## src/rtl/mac_tx_arbiter_if.sv

```systemverilog
// Byte-wide AXI-Stream bundle carrying NUM_LANES parallel lanes.
// Lane i uses tdata[8*i +: 8] and bit i of each control vector.
interface mac_tx_arbiter_if #(
   parameter int NUM_LANES = 1
);
   logic [8*NUM_LANES-1:0] tdata;
   logic [NUM_LANES-1:0]   tvalid;
   logic [NUM_LANES-1:0]   tlast;
   logic [NUM_LANES-1:0]   tuser;
   logic [NUM_LANES-1:0]   tready;

   modport master (output tdata, tvalid, tlast, tuser, input tready);
   modport slave  (input tdata, tvalid, tlast, tuser, output tready);
endinterface

```

## src/rtl/mac_tx_arbiter.sv

```systemverilog
// Frame-granular round-robin arbiter feeding the MAC 8-bit TX AXI-Stream.
// Locks the grant for a frame, inserts an idle gap after it, and truncates oversize frames.
module mac_tx_arbiter #(
   parameter int NUM_SRC         = 2,
   parameter int GAP_CYCLES      = 4,
   parameter int MAX_FRAME_BYTES = 1514
) (
   input  logic                       clk_125m,
   input  logic                       rst,
   mac_tx_arbiter_if.slave            s,
   mac_tx_arbiter_if.master           m,
   output logic [$clog2(NUM_SRC)-1:0] grant_idx,
   output logic                       busy,
   output logic                       oversize_err,
   output logic                       underrun_err
);
   localparam int IDX_W = $clog2(NUM_SRC);
   localparam int CNT_W = ($clog2(MAX_FRAME_BYTES + 1) > 11) ? $clog2(MAX_FRAME_BYTES + 1) : 11;
   localparam int GAP_W = (GAP_CYCLES > 1) ? $clog2(GAP_CYCLES) : 1;
   localparam logic [CNT_W-1:0] LAST_BEAT = CNT_W'(MAX_FRAME_BYTES - 1);
   localparam logic [GAP_W-1:0] GAP_LAST  = GAP_W'(GAP_CYCLES - 1);

   typedef enum logic [1:0] {IDLE, PASS, DRAIN, GAP} state_t;

   localparam state_t AFTER_FRAME = (GAP_CYCLES == 0) ? IDLE : GAP;

   state_t             state, state_nxt;
   logic [IDX_W-1:0]   grant_nxt, arb_idx;
   logic [CNT_W-1:0]   byte_cnt, byte_cnt_nxt;
   logic [GAP_W-1:0]   gap_cnt, gap_cnt_nxt;
   logic               oversize_nxt, underrun_nxt;
   logic [NUM_SRC-1:0] grant_oh;
   logic [7:0]         sel_data;
   logic               sel_valid, sel_last, sel_user;

   assign grant_oh  = NUM_SRC'(1) << grant_idx;
   assign sel_data  = s.tdata[8*grant_idx +: 8];
   assign sel_valid = s.tvalid[grant_idx];
   assign sel_last  = s.tlast[grant_idx];
   assign sel_user  = s.tuser[grant_idx];
   assign busy      = (state != IDLE);

   // Scan from the farthest candidate to the nearest so the source right after the
   // last grant wins; the last granted source itself is visited first, i.e. lowest priority.
   always_comb begin
      arb_idx = grant_idx;
      for (int i = NUM_SRC; i >= 1; i--) begin
         if (s.tvalid[(int'(grant_idx) + i) % NUM_SRC]) begin
            arb_idx = IDX_W'((int'(grant_idx) + i) % NUM_SRC);
         end
      end
   end

   // NOTE: every signal driven here gets a default first, so no path leaves it unassigned
   // and no latch is inferred.
   always_comb begin
      state_nxt    = state;
      grant_nxt    = grant_idx;
      byte_cnt_nxt = byte_cnt;
      gap_cnt_nxt  = gap_cnt;
      oversize_nxt = 1'b0;
      underrun_nxt = 1'b0;
      s.tready     = '0;
      m.tdata      = '0;
      m.tvalid     = 1'b0;
      m.tlast      = 1'b0;
      m.tuser      = 1'b0;

      case (state)
         IDLE: begin
            if (|s.tvalid) begin
               grant_nxt    = arb_idx;
               byte_cnt_nxt = '0;
               state_nxt    = PASS;
            end
         end

         PASS: begin
            m.tdata  = sel_data;
            m.tvalid = sel_valid;
            m.tlast  = sel_last;
            m.tuser  = sel_user;
            s.tready = {NUM_SRC{m.tready}} & grant_oh;
            if (sel_valid && m.tready) begin
               byte_cnt_nxt = byte_cnt + CNT_W'(1);
               if (sel_last) begin
                  gap_cnt_nxt = '0;
                  state_nxt   = AFTER_FRAME;
               end else if (byte_cnt == LAST_BEAT) begin
                  // Close the frame towards the MAC as errored; the rest is drained.
                  m.tlast      = 1'b1;
                  m.tuser      = 1'b1;
                  oversize_nxt = 1'b1;
                  state_nxt    = DRAIN;
               end
            end else if (!sel_valid && byte_cnt != '0) begin
               underrun_nxt = 1'b1;
            end
         end

         DRAIN: begin
            s.tready = grant_oh;
            if (sel_valid && sel_last) begin
               gap_cnt_nxt = '0;
               state_nxt   = AFTER_FRAME;
            end
         end

         GAP: begin
            gap_cnt_nxt = gap_cnt + GAP_W'(1);
            if (gap_cnt == GAP_LAST) state_nxt = IDLE;
         end

         default: state_nxt = IDLE;
      endcase
   end

   // NOTE: sequential state uses non-blocking assignments so every register samples
   // pre-edge values, independent of statement order.
   always_ff @(posedge clk_125m) begin
      if (rst) begin
         state        <= IDLE;
         grant_idx    <= IDX_W'(NUM_SRC - 1);
         byte_cnt     <= '0;
         gap_cnt      <= '0;
         oversize_err <= 1'b0;
         underrun_err <= 1'b0;
      end else begin
         state        <= state_nxt;
         grant_idx    <= grant_nxt;
         byte_cnt     <= byte_cnt_nxt;
         gap_cnt      <= gap_cnt_nxt;
         oversize_err <= oversize_nxt;
         underrun_err <= underrun_nxt;
      end
   end
endmodule

```

## src/flat_wrapper.sv

```systemverilog
// flat-port wrapper written by rule: the top's interface ports become plain ports
module mac_tx_arbiter_flat 
#(
   parameter int NUM_SRC         = 2,
   parameter int GAP_CYCLES      = 4,
   parameter int MAX_FRAME_BYTES = 1514
)
  (clk_125m, rst, grant_idx, busy, oversize_err, underrun_err, s_tdata, s_tvalid, s_tlast, s_tuser, s_tready, m_tdata, m_tvalid, m_tlast, m_tuser, m_tready);
  mac_tx_arbiter_if #(.NUM_LANES(NUM_SRC)) s_i ();
  mac_tx_arbiter_if #(.NUM_LANES(1)) m_i ();
  input  logic clk_125m;
  input  logic rst;
  output logic [$clog2(NUM_SRC)-1:0] grant_idx;
  output logic busy;
  output logic oversize_err;
  output logic underrun_err;
  input wire logic [$bits(s_i.tdata)-1:0] s_tdata;
  input wire logic [$bits(s_i.tvalid)-1:0] s_tvalid;
  input wire logic [$bits(s_i.tlast)-1:0] s_tlast;
  input wire logic [$bits(s_i.tuser)-1:0] s_tuser;
  output wire logic [$bits(s_i.tready)-1:0] s_tready;
  output wire logic [$bits(m_i.tdata)-1:0] m_tdata;
  output wire logic [$bits(m_i.tvalid)-1:0] m_tvalid;
  output wire logic [$bits(m_i.tlast)-1:0] m_tlast;
  output wire logic [$bits(m_i.tuser)-1:0] m_tuser;
  input wire logic [$bits(m_i.tready)-1:0] m_tready;
  assign s_i.tdata = s_tdata;
  assign s_i.tvalid = s_tvalid;
  assign s_i.tlast = s_tlast;
  assign s_i.tuser = s_tuser;
  assign s_tready = s_i.tready;
  assign m_tdata = m_i.tdata;
  assign m_tvalid = m_i.tvalid;
  assign m_tlast = m_i.tlast;
  assign m_tuser = m_i.tuser;
  assign m_i.tready = m_tready;
  mac_tx_arbiter #(.NUM_SRC(NUM_SRC), .GAP_CYCLES(GAP_CYCLES), .MAX_FRAME_BYTES(MAX_FRAME_BYTES)) u_core (.clk_125m(clk_125m), .rst(rst), .s(s_i), .m(m_i), .grant_idx(grant_idx), .busy(busy), .oversize_err(oversize_err), .underrun_err(underrun_err));
endmodule
```

## config.mk

```make
export PLATFORM = sky130hd
export DESIGN_NAME = mac_tx_arbiter_flat
export DESIGN_NICKNAME = d
export VERILOG_FILES = /design/src/rtl/mac_tx_arbiter_if.sv /design/src/rtl/mac_tx_arbiter.sv /design/src/flat_wrapper.sv
export SDC_FILE = /design/constraint.sdc
export NUM_CORES = 1
export LEC_CHECK = 0
export CAP_MARGIN = 25
export CORE_MARGIN = 4
export CORE_UTILIZATION = 46
export DETAILED_ROUTE_END_ITERATION = 7
export GPL_ROUTABILITY_DRIVEN = 0
export PLACE_DENSITY = 0.87
export SLEW_MARGIN = 5
export SYNTH_ARGS = -nofsm -noshare
export SYNTH_HDL_FRONTEND = slang
export SYNTH_SLANG_ARGS = --single-unit
```

## constraint.sdc

```tcl
create_clock -name clk_125m -period 2.1 [get_ports clk_125m]
set_input_delay 0.315 -clock clk_125m [delete_from_list [all_inputs] [get_ports clk_125m]]
set_output_delay 0.315 -clock clk_125m [all_outputs]
set_load 0.005 [all_outputs]
```

==> impl_summary.txt, run 1 <==
----------------------------------------------------
[Setup path]
  Crit end category ... output pin
  Critical path data arrival time ... 1.73 ns
  Critical Path Source Type ... register
  Worst path required time ... 1.78 ns
  Top fanout value on the critical path ... 4
  Worst Path Class, Setup ... register to output pin

[Power]
  Pwr per Cell Area ... 864 mW/mm²
  Peak VDD IR ... 0.706 mV
  Final Total Pwr ... 1.77 mW
  Total leakage power ... 0.961 nW

[Detailed routing]
  Met1 Routed Length ... 1570 µm
  Total length of routed met2 wires ... 2080 µm
  Initial DRC count ... 45
  Top layer in use ... met4
  Number of vias in the routed layout ... 1475
  TritonRoute pass-1 iters ... 4
  Number of antenna-violating nets in the routed design ... 0
  Final Routed Wirelength ... 4020 µm
  Post-detailed-route DRC marker count ... 0
  DR WL met3 ... 306 µm
  Final routed wire length divided by cell count ... 16.1 µm
  Ratio of routed vias to standard cells ... 5.90

[Floorplan]
  Placeable core region ... 0.00276 mm²
  Top Ports ... 42
  Vertical die dimension ... 61.5 µm
  Effective utilization at floorplan ... 47.8%
  Standard-cell row count ... 19
  Area enclosed by the die boundary ... 0.00379 mm²
  Width of the die ... 61.5 µm

[STA]
  Number of setup violations in the final report ... 0
  Worst-Margin Slew ... 0.449 ns
  Layout Skew ... 0.00860 ns
  Worst Slack Setup Final ... 0.0516 ns
  Total negative slack ... 0 ns
  Pins Over Slew Limit ... 0
  Final hold violations ... 0
  Post-route clock period utilization ... 97.5%
  Fmax achieved ... 488 MHz
  Min Tclk post-route ... 2.05 ns
  Remaining max-slew budget at the tightest pin ... 69.8%

[Final layout]
  Final Net Count ... 253
  Area of the multi-input gates ... 948 µm²
  Post-layout util ... 74.3%
  Antenna diodes ... 0
  Area taken by flip-flops and latches ... 370 µm²
  Fraction of layout instances using a drive strength above 1 ... 23.7%
  Filler cell count in the final layout ... 195
  Synthesis-to-layout area growth ... 55.3%

[Synth]
  Combined area of all synthesized cells ... 0.00132 mm²
  Most frequently used flop master after synthesis ... sky130_fd_sc_hd__dfxtp_1
  Post-synthesis sequential element count ... 18
  Yosys warning total ... 0
  Gate Count Post-Synth ... 156
  Post-synth EDFFs ... 0
  Portion of the post-synthesis area used by sequential elements ... 27.3%
  Number of different library cells in the post-synthesis netlist ... 43
  Post-Synthesis Mean Instance Area ... 8.45 µm²
  Total nets after synthesis ... 189
  Proportion of synthesized flip-flops having asynchronous set or reset ... 0%

[CTS]
  Count of H-tree levels built during CTS ... 1
  CTS Buffer Depth ... 2
  Number of clock sinks ... 18
  Clock input transition at the sequential cells of the worst setup and hold paths ... 0.11 ns
  Root buffer selected by CTS ... sky130_fd_sc_hd__clkbuf_4
  Clock Latency Late Sink ... 0.30 ns
  Number of buffers created by CTS ... 3
  CTS tree ... done
  Count of hold buffers inserted by post-cts repair ... 0

[Job]
  Number of max-capacitance violations reported ... 0

[Global route]
  Global-route usage over all layers ... 22.5%
  Pin count of the biggest net entering global routing ... 21
  First-pass GRT wire length ... 6350 µm
  Number of global-route vias before repair ... 1502
  Remaining global-route overflow ... 0
  Initial antenna violation count ... 0

[Placed design]
  Count of input and output buffers ... 41
  Placed wire-length estimate after detailed placement ... 2860 µm
  Pre-CTS setup slack ... -0.106 ns

[Outcome]
  Status ... finished clean

[Min path]
  Worst hold path class ... register to register

----------------------------------------------------
## cells in the final DEF (no fill, tap or decap), types with 5 or more instances in the layout
cell                               n
sky130_fd_sc_hd__clkdlybuf4s50_1  29
sky130_fd_sc_hd__buf_4            24
sky130_fd_sc_hd__nor2_1           20
sky130_fd_sc_hd__dfxtp_1          14
sky130_fd_sc_hd__mux2i_1          13
sky130_fd_sc_hd__nand2_1          10
sky130_fd_sc_hd__a311oi_1          9
sky130_fd_sc_hd__dlymetal6s2s_1    9
sky130_fd_sc_hd__nand3_1           6
sky130_fd_sc_hd__inv_1             5
sky130_fd_sc_hd__nor3_1            5
sky130_fd_sc_hd__a21oi_1           5
sky130_fd_sc_hd__nand2b_1          5
sky130_fd_sc_hd__ha_1              5
## Yosys cell counts (all sizes together), types with 5 or more instances
cell type / number / area [µm²]
nand3: 6 / 30.0
nand2: 10 / 37.5
nor2: 20 / 75.1
ha: 8 / 100
mux2i: 14 / 153
nand2b: 5 / 31.3
dfxtp: 18 / 360
nor3: 5 / 25.0
a21oi: 7 / 35.0
clkbuf: 5 / 20.0
a311oi: 9 / 78.8
inv: 8 / 30.0
o21ai: 5 / 25.0
## layout make-up
cell class	instances	share of cell area [%]
Sequential cell	18	18.1
Inverter	8	1.77
Multi-Input combinational cell	123	46.3
Timing Repair Buffer	66	30.2
Tap cell	31	1.89
Clock buffer	4	1.77
## kinds of logic (layout without fill, tap and decap cells)
group                      after synthesis  in the layout  share of synthesized area, %
adders and majority gates                8              8                          7.59
and+or+nand+nor                         64             64                          26.0
buffers and inverters                   15             78                          4.93
muxes                                   15             15                          12.4
AOI/OAI and AO/OA                       36             36                          21.7
DFF                                     18             18                          27.3
## power breakdown
part / switching (mW) / internal [mW] / total, mW / leakage [nW]
clock: 0.113 / 0.106 / 0.219 / 0.0210
combinational: 0.550 / 0.581 / 1.13 / 0.792
sequential: 0.0428 / 0.378 / 0.420 / 0.147
total: 0.706 / 1.06 / 1.77 / 0.961
## through the flow
step / hold slack, ns / cells / instance area, µm²
2_1_floorplan: 0.455 / 156 / 1320
6_report: 0.503 / 250 / 2050
3_3_place_gp: 0.463 / 241 / 1880
5_1_grt: 0.523 / 250 / 2050
4_1_cts: 0.509 / 249 / 1970
3_5_place_dp: 0.493 / 241 / 1880
## sequential cells by signal, indices dropped and copies added (netlist names)
register             cells
u_core.byte_cnt         11
u_core.gap_cnt           2
u_core.state             2
u_core.grant_idx         1
u_core.oversize_err      1
u_core.underrun_err      1
## routing by layer
metal | GRT usage, % | vias to the layer above
met5 | 0 | -
met4 | 9.39 | 0
met3 | 5.66 | 6
met2 | 40.1 | 59
met1 | 25.3 | 697
li1 | - | 713
## repair_timing
item                                    in CTS  in global routing
endpoints found under the setup margin      13                 13
pin swaps                                    0                  1
resized for setup                           14                 21
buffers inserted                             4                  1
## worst max-delay path, cell delays in order, from the launching register on
cell	delay (ns)
sky130_fd_sc_hd__dfxtp_4	0.38
sky130_fd_sc_hd__inv_4	0.08
sky130_fd_sc_hd__ha_4	0.17
sky130_fd_sc_hd__and2_4	0.16
sky130_fd_sc_hd__o21ai_2	0.06
sky130_fd_sc_hd__nor2_1	0.08
sky130_fd_sc_hd__clkdlybuf4s50_1	0.50
## worst paths after layout
| path | from | to | slack (ns) | cells past startpoint |
|---|---|---|---|---|
| max | u_core.state[1] | s_tready[1] | 0.05 | 6 |
| min | u_core.gap_cnt[1] | u_core.gap_cnt[1] | 0.50 | 2 |
| max reg2reg | u_core.state[1] | u_core.byte_cnt[9] | 0.13 | 7 |
| min reg2reg | u_core.gap_cnt[1] | u_core.gap_cnt[1] | 0.50 | 2 |
No activity file was read; power rests on OpenSTA's default activity.
==> run 2, diff against run 1 <==
SETUP_SLACK_MARGIN = 0.4   (was default)
==> run 2 against run 1 <==
Combinational power increased by 48%. Total power increased by 32%. Non-clock buffer count increased by 15. Clock power increased by 5%. Final cell count increased by 6.0%. Utilization increased by 10 points. Die area unchanged. Global-route usage increased by 3.6 points. Sequential share of layout area decreased by 2.0 points. First-iteration DRC count increased to 2.6 times the previous value. Largest power group unchanged. Highest routed layer unchanged.
==> impl_summary.txt, run 2 (synthesis gave the netlist of run 1 again) <==
----------------------------------------------------
[Setup path]
  Top fanout value on the critical path ... 3 (was 4)
  Critical path data arrival time ... 1.63 ns (was 1.73 ns)
  Family with the most delay on the worst path ... simple AND/OR/NAND/NOR gates (was buffers and inverters)
  Worst Path Class, Setup ... register to output pin (unchanged)
  Total number of cells along the worst setup path ... 7 (was 6)
  Largest stage delay on the critical path ... 0.35 ns (was 0.50 ns)
  Internal reg-to-reg setup slack ... 0.22 ns (was 0.13 ns)
  Cell repeated most along the worst path ... sky130_fd_sc_hd__and3_4
  Reg2reg path depth ... 8 (was 7)
  Startpoint of the worst setup timing path ... u_core.byte_cnt[1] (was u_core.state[1])
  Buffering stage count on the worst path with inverters included ... 2 (unchanged)
  Destination of the worst register-to-register timing path ... u_core.state[0] (was u_core.byte_cnt[9])
  Worst path required time ... 1.78 ns (about the same)
  Crit end category ... output pin (unchanged)
  Cell with the largest stage delay on the worst path ... sky130_fd_sc_hd__dfxtp_2 (was sky130_fd_sc_hd__clkdlybuf4s50_1)
  Worst reg2reg path startpoint ... u_core.state[1] (unchanged)
  Cells along the critical path ... inv_2 -> ha_4 -> and3_4 -> and3_4 -> nand3_1 -> a21oi_2 -> buf_2 (was inv_4 -> ha_4 -> and2_4 -> o21ai_2 -> nor2_1 -> clkdlybuf4s50_1)
  Setup crit end ... m_tlast (was s_tready[1])
  Critical Path Source Type ... register (unchanged)

[STA]
  Layout Skew ... 0.0111 ns (was 0.00860 ns)
  Post-route clock period utilization ... 92.5% (was 97.5%)
  Pins Over Slew Limit ... 0 (unchanged)
  Min Tclk post-route ... 1.94 ns (was 2.05 ns)
  Remaining max-slew budget at the tightest pin ... 73.6% (was 69.8%)
  Worst-Margin Slew ... 0.395 ns (was 0.449 ns)
  Unrepaired setup endpoints after global routing ... yes
  Final hold violations ... 0 (unchanged)
  Fmax achieved ... 515 MHz (was 488 MHz)
  Worst Slack Setup Final ... 0.157 ns (was 0.0516 ns)
  Number of setup violations in the final report ... 0 (unchanged)

[Power]
  Peak VDD IR ... 1.05 mV (was 0.706 mV)
  Total leakage power ... 0.974 nW (was 0.961 nW)
  Pwr per Cell Area ... 997 mW/mm² (was 864 mW/mm²)
  Final Total Pwr ... 2.33 mW (was 1.77 mW)

[Floorplan]
  Vertical die dimension ... 61.5 µm (unchanged)
  Placeable core region ... 0.00276 mm² (unchanged)
  Effective utilization at floorplan ... 47.8% (unchanged)
  Width of the die ... 61.5 µm (unchanged)
  Top Ports ... 42 (unchanged)
  Area enclosed by the die boundary ... 0.00379 mm² (unchanged)
  Standard-cell row count ... 19 (unchanged)

[Placed design]
  Placed wire-length estimate after detailed placement ... 2860 µm (unchanged)
  Pre-CTS setup slack ... -0.106 ns (unchanged)
  Count of input and output buffers ... 41 (unchanged)

[Detailed routing]
  Final routed wire length divided by cell count ... 21.6 µm (was 16.1 µm)
  Post-detailed-route DRC marker count ... 0 (unchanged)
  Ratio of routed vias to standard cells ... 6.41 (was 5.90)
  Number of antenna-violating nets in the routed design ... 0 (unchanged)
  Initial DRC count ... 119 (was 45)
  TritonRoute pass-1 iters ... 4 (unchanged)
  Final Routed Wirelength ... 5720 µm (was 4020 µm)
  Number of vias in the routed layout ... 1699 (was 1475)

[Global route]
  Global-route usage over all layers ... 26.2% (was 22.5%)
  Number of global-route vias before repair ... 1657 (was 1502)
  Initial antenna violation count ... 0 (unchanged)
  Pin count of the biggest net entering global routing ... 21 (unchanged)
  Remaining global-route overflow ... 0 (unchanged)
  First-pass GRT wire length ... 7230 µm (was 6350 µm)

[Final layout]
  Synthesis-to-layout area growth ... 77.2% (was 55.3%)
  Largest registers ranked by flip-flop count ... u_core.byte_cnt x11, u_core.gap_cnt x2, u_core.state x2 (unchanged)
  Flip-flop count of the largest register after layout ... 11 (unchanged)
  Commonest non-fill, non-tap cells in the layout ... sky130_fd_sc_hd__buf_4 (30), sky130_fd_sc_hd__clkdlybuf4s50_1 (25), sky130_fd_sc_hd__nor2_1 (12), sky130_fd_sc_hd__mux2i_1 (12), sky130_fd_sc_hd__dfxtp_1 (12) (was sky130_fd_sc_hd__clkdlybuf4s50_1 (29), sky130_fd_sc_hd__buf_4 (24), sky130_fd_sc_hd__nor2_1 (20))
  Antenna diodes ... 0 (unchanged)
  Area of the multi-input gates ... 0.00113 mm² (was 948 µm²)
  Leading cell type in the layout, fill and taps excluded ... sky130_fd_sc_hd__buf_4 (was sky130_fd_sc_hd__clkdlybuf4s50_1)
  Fraction of layout instances using a drive strength above 1 ... 45.3% (was 23.7%)
  Register with the most flip-flops ... u_core.byte_cnt (unchanged)
  Area taken by flip-flops and latches ... 375 µm² (was 370 µm²)
  Filler cell count in the final layout ... 141 (was 195)
  Final Net Count ... 268 (was 253)

[CTS]
  CTS tree ... done (unchanged)
  Number of buffers created by CTS ... 3 (unchanged)
  Root buffer selected by CTS ... sky130_fd_sc_hd__clkbuf_4 (unchanged)
  Number of clock sinks ... 18 (unchanged)
  Clock input transition at the sequential cells of the worst setup and hold paths ... 0.11 ns (about the same)
  Clock Latency Late Sink ... 0.33 ns (was 0.30 ns)
  CTS Buffer Depth ... 2 (unchanged)
  Count of H-tree levels built during CTS ... 1 (unchanged)
  Count of hold buffers inserted by post-cts repair ... 0 (unchanged)

[Min path]
  Min-delay src ... s_tvalid[1] (was u_core.gap_cnt[1])
  Worst hold path class ... input port to register (was register to register)

[Outcome]
  Status ... finished clean (unchanged)

[Job]
  Number of max-capacitance violations reported ... 0 (unchanged)

----------------------------------------------------
## run 2: layout make-up
| type | instances | share of cell area, % |
|---|---|---|
| Timing Repair Buffer | 81 | 30.6 |
| Clock buffer | 4 | 1.55 |
| Multi-Input combinational cell | 123 | 48.6 |
| Inverter | 8 | 1.55 |
| Tap cell | 31 | 1.66 |
| Sequential cell | 18 | 16.1 |
## run 2: how the worst min path moves through the flow
| stage | to | slack, ns | depth (start not counted) |
|---|---|---|---|
| after detailed placement | u_core.gap_cnt[1] | 0.49 | 2 |
| after CTS | u_core.gap_cnt[1] | 0.51 | 2 |
| final | u_core.grant_idx | 0.45 | 3 |
| after floorplan | u_core.gap_cnt[1] | 0.46 | 2 |
| after global routing | u_core.grant_idx | 0.48 | 3 |
| after global placement | u_core.gap_cnt[1] | 0.46 | 2 |
## run 2: worst reg2reg max path, cell delays in order, from the launching register on
cell	delay [ns]
sky130_fd_sc_hd__dfxtp_4	0.38
sky130_fd_sc_hd__inv_4	0.08
sky130_fd_sc_hd__ha_4	0.17
sky130_fd_sc_hd__clkinvlp_4	0.16
sky130_fd_sc_hd__buf_8	0.18
sky130_fd_sc_hd__buf_4	0.16
sky130_fd_sc_hd__a41oi_2	0.19
sky130_fd_sc_hd__and4b_2	0.28
sky130_fd_sc_hd__a2111oi_4	0.19
## run 2: layer usage
layer / track usage [%] / vias to the layer above / part of all wire [%]
li1: - / 742 / -
met1: 27.6 / 798 / 37
met2: 46.3 / 131 / 49
met3: 7.13 / 28 / 9.9
met4: 14.8 / 0 / 4.3
met5: 0 / - / 0
## run 2: report_power, final
| part | internal, mW | total (mW) | switching [mW] |
|---|---|---|---|
| clock | 0.106 | 0.231 | 0.125 |
| combinational | 0.826 | 1.67 | 0.847 |
| sequential | 0.380 | 0.426 | 0.0469 |
| total | 1.31 | 2.33 | 1.02 |
## run 2: metrics by stage
stage               cells  cell area (µm²)  TNS [ns]  hold slack, ns  utilization, %
floorplan             156             1320         0           0.455               -
global placement      241             1880    -0.163           0.463            68.3
detailed placement    241             1880    -0.199           0.493            68.3
CTS                   258             2090         0           0.509            76.0
global route          265             2340         0           0.484            84.8
finish                265             2340         0           0.454            84.8
## run 2: repair_timing
item | CTS | global route
endpoints found under the setup margin | 29 | 25
gates cloned | 0 | 1
setup buffers | 13 | 6
gates resized for setup | 87 | 46
pin swaps | 7 | 16
==> run 3, diff against run 2 <==
clock period = 2.05 ns   (was 2.1 ns; I/O delays follow)
==> run 3 against run 2 <==
Via count up 15%. Setup slack worse by 0.11 ns. Utilization grew 6.7 points. Final cell count up 4.9%. Critical path type unchanged. Largest cell class unchanged. Largest power group unchanged.
==> impl_summary.txt, run 3 (synthesis gave the netlist of run 1 again) <==
----------------------------------------------------
[STA]
  Layout Skew ... 0.00678 ns (was 0.0111 ns)
  Min Tclk post-route ... 2.00 ns
  Fmax achieved ... 500 MHz
  Hold slack ... 0.522 ns (was 0.454 ns)
  Unrepaired setup endpoints after global routing ... yes (unchanged)
  Pins Over Slew Limit ... 0 (unchanged)
  Post-route clock period utilization ... 97.6%
  Remaining max-slew budget at the tightest pin ... 72.2% (was 73.6%)
  Worst-Margin Slew ... 0.405 ns (was 0.395 ns)
  Final hold violations ... 0 (unchanged)
  Number of setup violations in the final report ... 0 (unchanged)

[Detailed routing]
  Number of vias in the routed layout ... 1952 (was 1699)
  TritonRoute pass-1 iters ... 6 (was 4)
  Ratio of routed vias to standard cells ... 7.02 (was 6.41)
  Final routed wire length divided by cell count ... 26.2 µm (was 21.6 µm)
  Initial DRC count ... 274 (was 119)
  Final Routed Wirelength ... 7290 µm (was 5720 µm)
  Number of antenna-violating nets in the routed design ... 0 (unchanged)
  Post-detailed-route DRC marker count ... 0 (unchanged)

[Setup path]
  Worst path required time ... 1.74 ns (was 1.78 ns)
  Top fanout value on the critical path ... 3 (unchanged)
  Cell with the largest stage delay on the worst path ... sky130_fd_sc_hd__dfxtp_2 (unchanged)
  Setup crit end ... m_tuser (was m_tlast)
  Largest stage delay on the critical path ... 0.35 ns (about the same)
  Destination of the worst register-to-register timing path ... u_core.state[0] (unchanged)
  Critical Path Source Type ... register (unchanged)
  Reg2reg path depth ... 9 (was 8)
  Crit end category ... output pin (unchanged)
  Buffering stage count on the worst path with inverters included ... 2 (unchanged)
  Critical path data arrival time ... 1.69 ns (was 1.63 ns)
  Total number of cells along the worst setup path ... 7 (unchanged)
  Family with the most delay on the worst path ... simple AND/OR/NAND/NOR gates (unchanged)
  Startpoint of the worst setup timing path ... u_core.byte_cnt[1] (unchanged)
  Cells along the critical path ... inv_2 -> ha_4 -> and3_4 -> and3_4 -> nand4_1 -> a21oi_1 -> buf_2 (was inv_2 -> ha_4 -> and3_4 -> and3_4 -> nand3_1 -> a21oi_2 -> buf_2)
  Worst Path Class, Setup ... register to output pin (unchanged)
  Worst reg2reg path startpoint ... u_core.state[1] (unchanged)
  Cell repeated most along the worst path ... sky130_fd_sc_hd__and3_4 (unchanged)
  Internal reg-to-reg setup slack ... 0.14 ns (was 0.22 ns)

[Floorplan]
  Width of the die ... 61.5 µm (unchanged)
  Effective utilization at floorplan ... 47.8% (unchanged)
  Placeable core region ... 0.00276 mm² (unchanged)
  Top Ports ... 42 (unchanged)
  Standard-cell row count ... 19 (unchanged)
  Area enclosed by the die boundary ... 0.00379 mm² (unchanged)
  Vertical die dimension ... 61.5 µm (unchanged)

[Power]
  Peak VDD IR ... 1.32 mV (was 1.05 mV)
  Pwr per Cell Area ... 1080 mW/mm² (was 997 mW/mm²)
  Final Total Pwr ... 2.72 mW (was 2.33 mW)
  Total leakage power ... 1.04 nW (was 0.974 nW)

[Final layout]
  Final non-filler cell total ... 278 (was 265)
  Largest registers ranked by flip-flop count ... u_core.byte_cnt x11, u_core.gap_cnt x2, u_core.state x2 (unchanged)
  Register with the most flip-flops ... u_core.byte_cnt (unchanged)
  Antenna diodes ... 0 (unchanged)
  Post-layout util ... 91.5% (was 84.8%)
  Leading cell type in the layout, fill and taps excluded ... sky130_fd_sc_hd__buf_4 (unchanged)
  Final Net Count ... 281 (was 268)
  Fraction of layout instances using a drive strength above 1 ... 52.6% (was 45.3%)
  Flip-flop count of the largest register after layout ... 11 (unchanged)
  Commonest non-fill, non-tap cells in the layout ... sky130_fd_sc_hd__buf_4 (33), sky130_fd_sc_hd__clkdlybuf4s50_1 (25), sky130_fd_sc_hd__buf_6 (18) (was sky130_fd_sc_hd__buf_4 (30), sky130_fd_sc_hd__clkdlybuf4s50_1 (25), sky130_fd_sc_hd__nor2_1 (12), sky130_fd_sc_hd__mux2i_1 (12), sky130_fd_sc_hd__dfxtp_1 (12))
  Filler cell count in the final layout ... 85 (was 141)
  Synthesis-to-layout area growth ... 91.3% (was 77.2%)

[CTS]
  Number of clock sinks ... 18 (unchanged)
  Clock input transition at the sequential cells of the worst setup and hold paths ... 0.12 ns (was 0.11 ns)
  Number of buffers created by CTS ... 3 (unchanged)
  CTS Buffer Depth ... 2 (unchanged)
  Root buffer selected by CTS ... sky130_fd_sc_hd__clkbuf_4 (unchanged)
  Clock Latency Late Sink ... 0.32 ns (was 0.33 ns)
  Count of H-tree levels built during CTS ... 1 (unchanged)
  CTS tree ... done (unchanged)
  Count of hold buffers inserted by post-cts repair ... 0 (unchanged)

[Global route]
  Remaining global-route overflow ... 0 (unchanged)
  Global-route usage over all layers ... 31.1% (was 26.2%)
  Number of global-route vias before repair ... 1769 (was 1657)
  Initial antenna violation count ... 0 (unchanged)
  First-pass GRT wire length ... 8640 µm (was 7230 µm)
  Pin count of the biggest net entering global routing ... 21 (unchanged)

[Job]
  Number of max-capacitance violations reported ... 0 (unchanged)

[Placed design]
  Number of cells after detailed placement ... 248 (was 241)
  Placed wire-length estimate after detailed placement ... 3040 µm (was 2860 µm)
  Count of input and output buffers ... 41 (unchanged)

[Min path]
  Worst hold path class ... register to register (was input port to register)

[Outcome]
  Status ... finished clean (unchanged)

----------------------------------------------------
[run 3: cell count changes in the layout (fill, tap and decap cells not counted), sizes merged]
cell | before | now
buf | 52 | 66
dlymetal6s2s | 2 | 1
[run 3: where the power goes]
group / internal, mW / leakage [nW] / switching [mW]
combinational: 1.02 / 0.868 / 1.03
clock: 0.109 / 0.0210 / 0.133
sequential: 0.389 / 0.148 / 0.0400
[run 3: stage by stage]
stage / TNS, ns / worst slack [ns] / instance area, µm²
3_3_place_gp: -0.0293 / -0.0293 / 1940
3_5_place_dp: -0.0552 / -0.0424 / 1940
4_1_cts: 0 / 0.137 / 2260
2_1_floorplan: 0 / 0.436 / 1320
6_report: 0 / 0.0486 / 2520
5_1_grt: -0.0260 / -0.0217 / 2520
[run 3: worst min path at each step]
stage,startpoint,end,slack [ns],depth (start not counted)
global placement,u_core.gap_cnt[1],u_core.gap_cnt[1],0.46,2
global route,u_core.gap_cnt[0],u_core.gap_cnt[0],0.54,2
CTS,u_core.gap_cnt[0],u_core.gap_cnt[0],0.52,2
floorplan,u_core.gap_cnt[1],u_core.gap_cnt[1],0.46,2
finish,u_core.gap_cnt[0],u_core.gap_cnt[0],0.52,2
detailed placement,u_core.gap_cnt[1],u_core.gap_cnt[1],0.50,2
[run 3: area by class of cell]
cell class | instances | area, µm² | share of cell area, %
multi-input cells | 123 | 1190 | 47.4
repair buffers | 94 | 842 | 33.4
flip-flops and latches | 18 | 374 | 14.8
well taps | 31 | 38.8 | 1.54
clock buffers | 4 | 36.3 | 1.44
inverters | 8 | 36.3 | 1.44
[run 3: timing repair]
item,CTS,global route
pin swaps,15,19
gates resized for setup,105,56
endpoints found under the setup margin,31,31
setup buffers,18,7
cloned,0,1
endpoints found under the hold margin,0,0
[run 3: routing by layer]
metal	global-route usage, %	vias to the layer above	routed length [µm]
li1	-	773	-
met5	0	-	0
met3	7.76	70	872
met2	54.7	196	3100
met1	34.4	913	2750
met4	15.5	0	566
[run 3: tightest hold or removal path: cells and delay by family, from the launching register on]
| kind | cells | cell delay [ns] |
|---|---|---|
| flops | 1 | 0.34 |
| simple gates | 1 | 0.07 |
| mux | 1 | 0.07 |
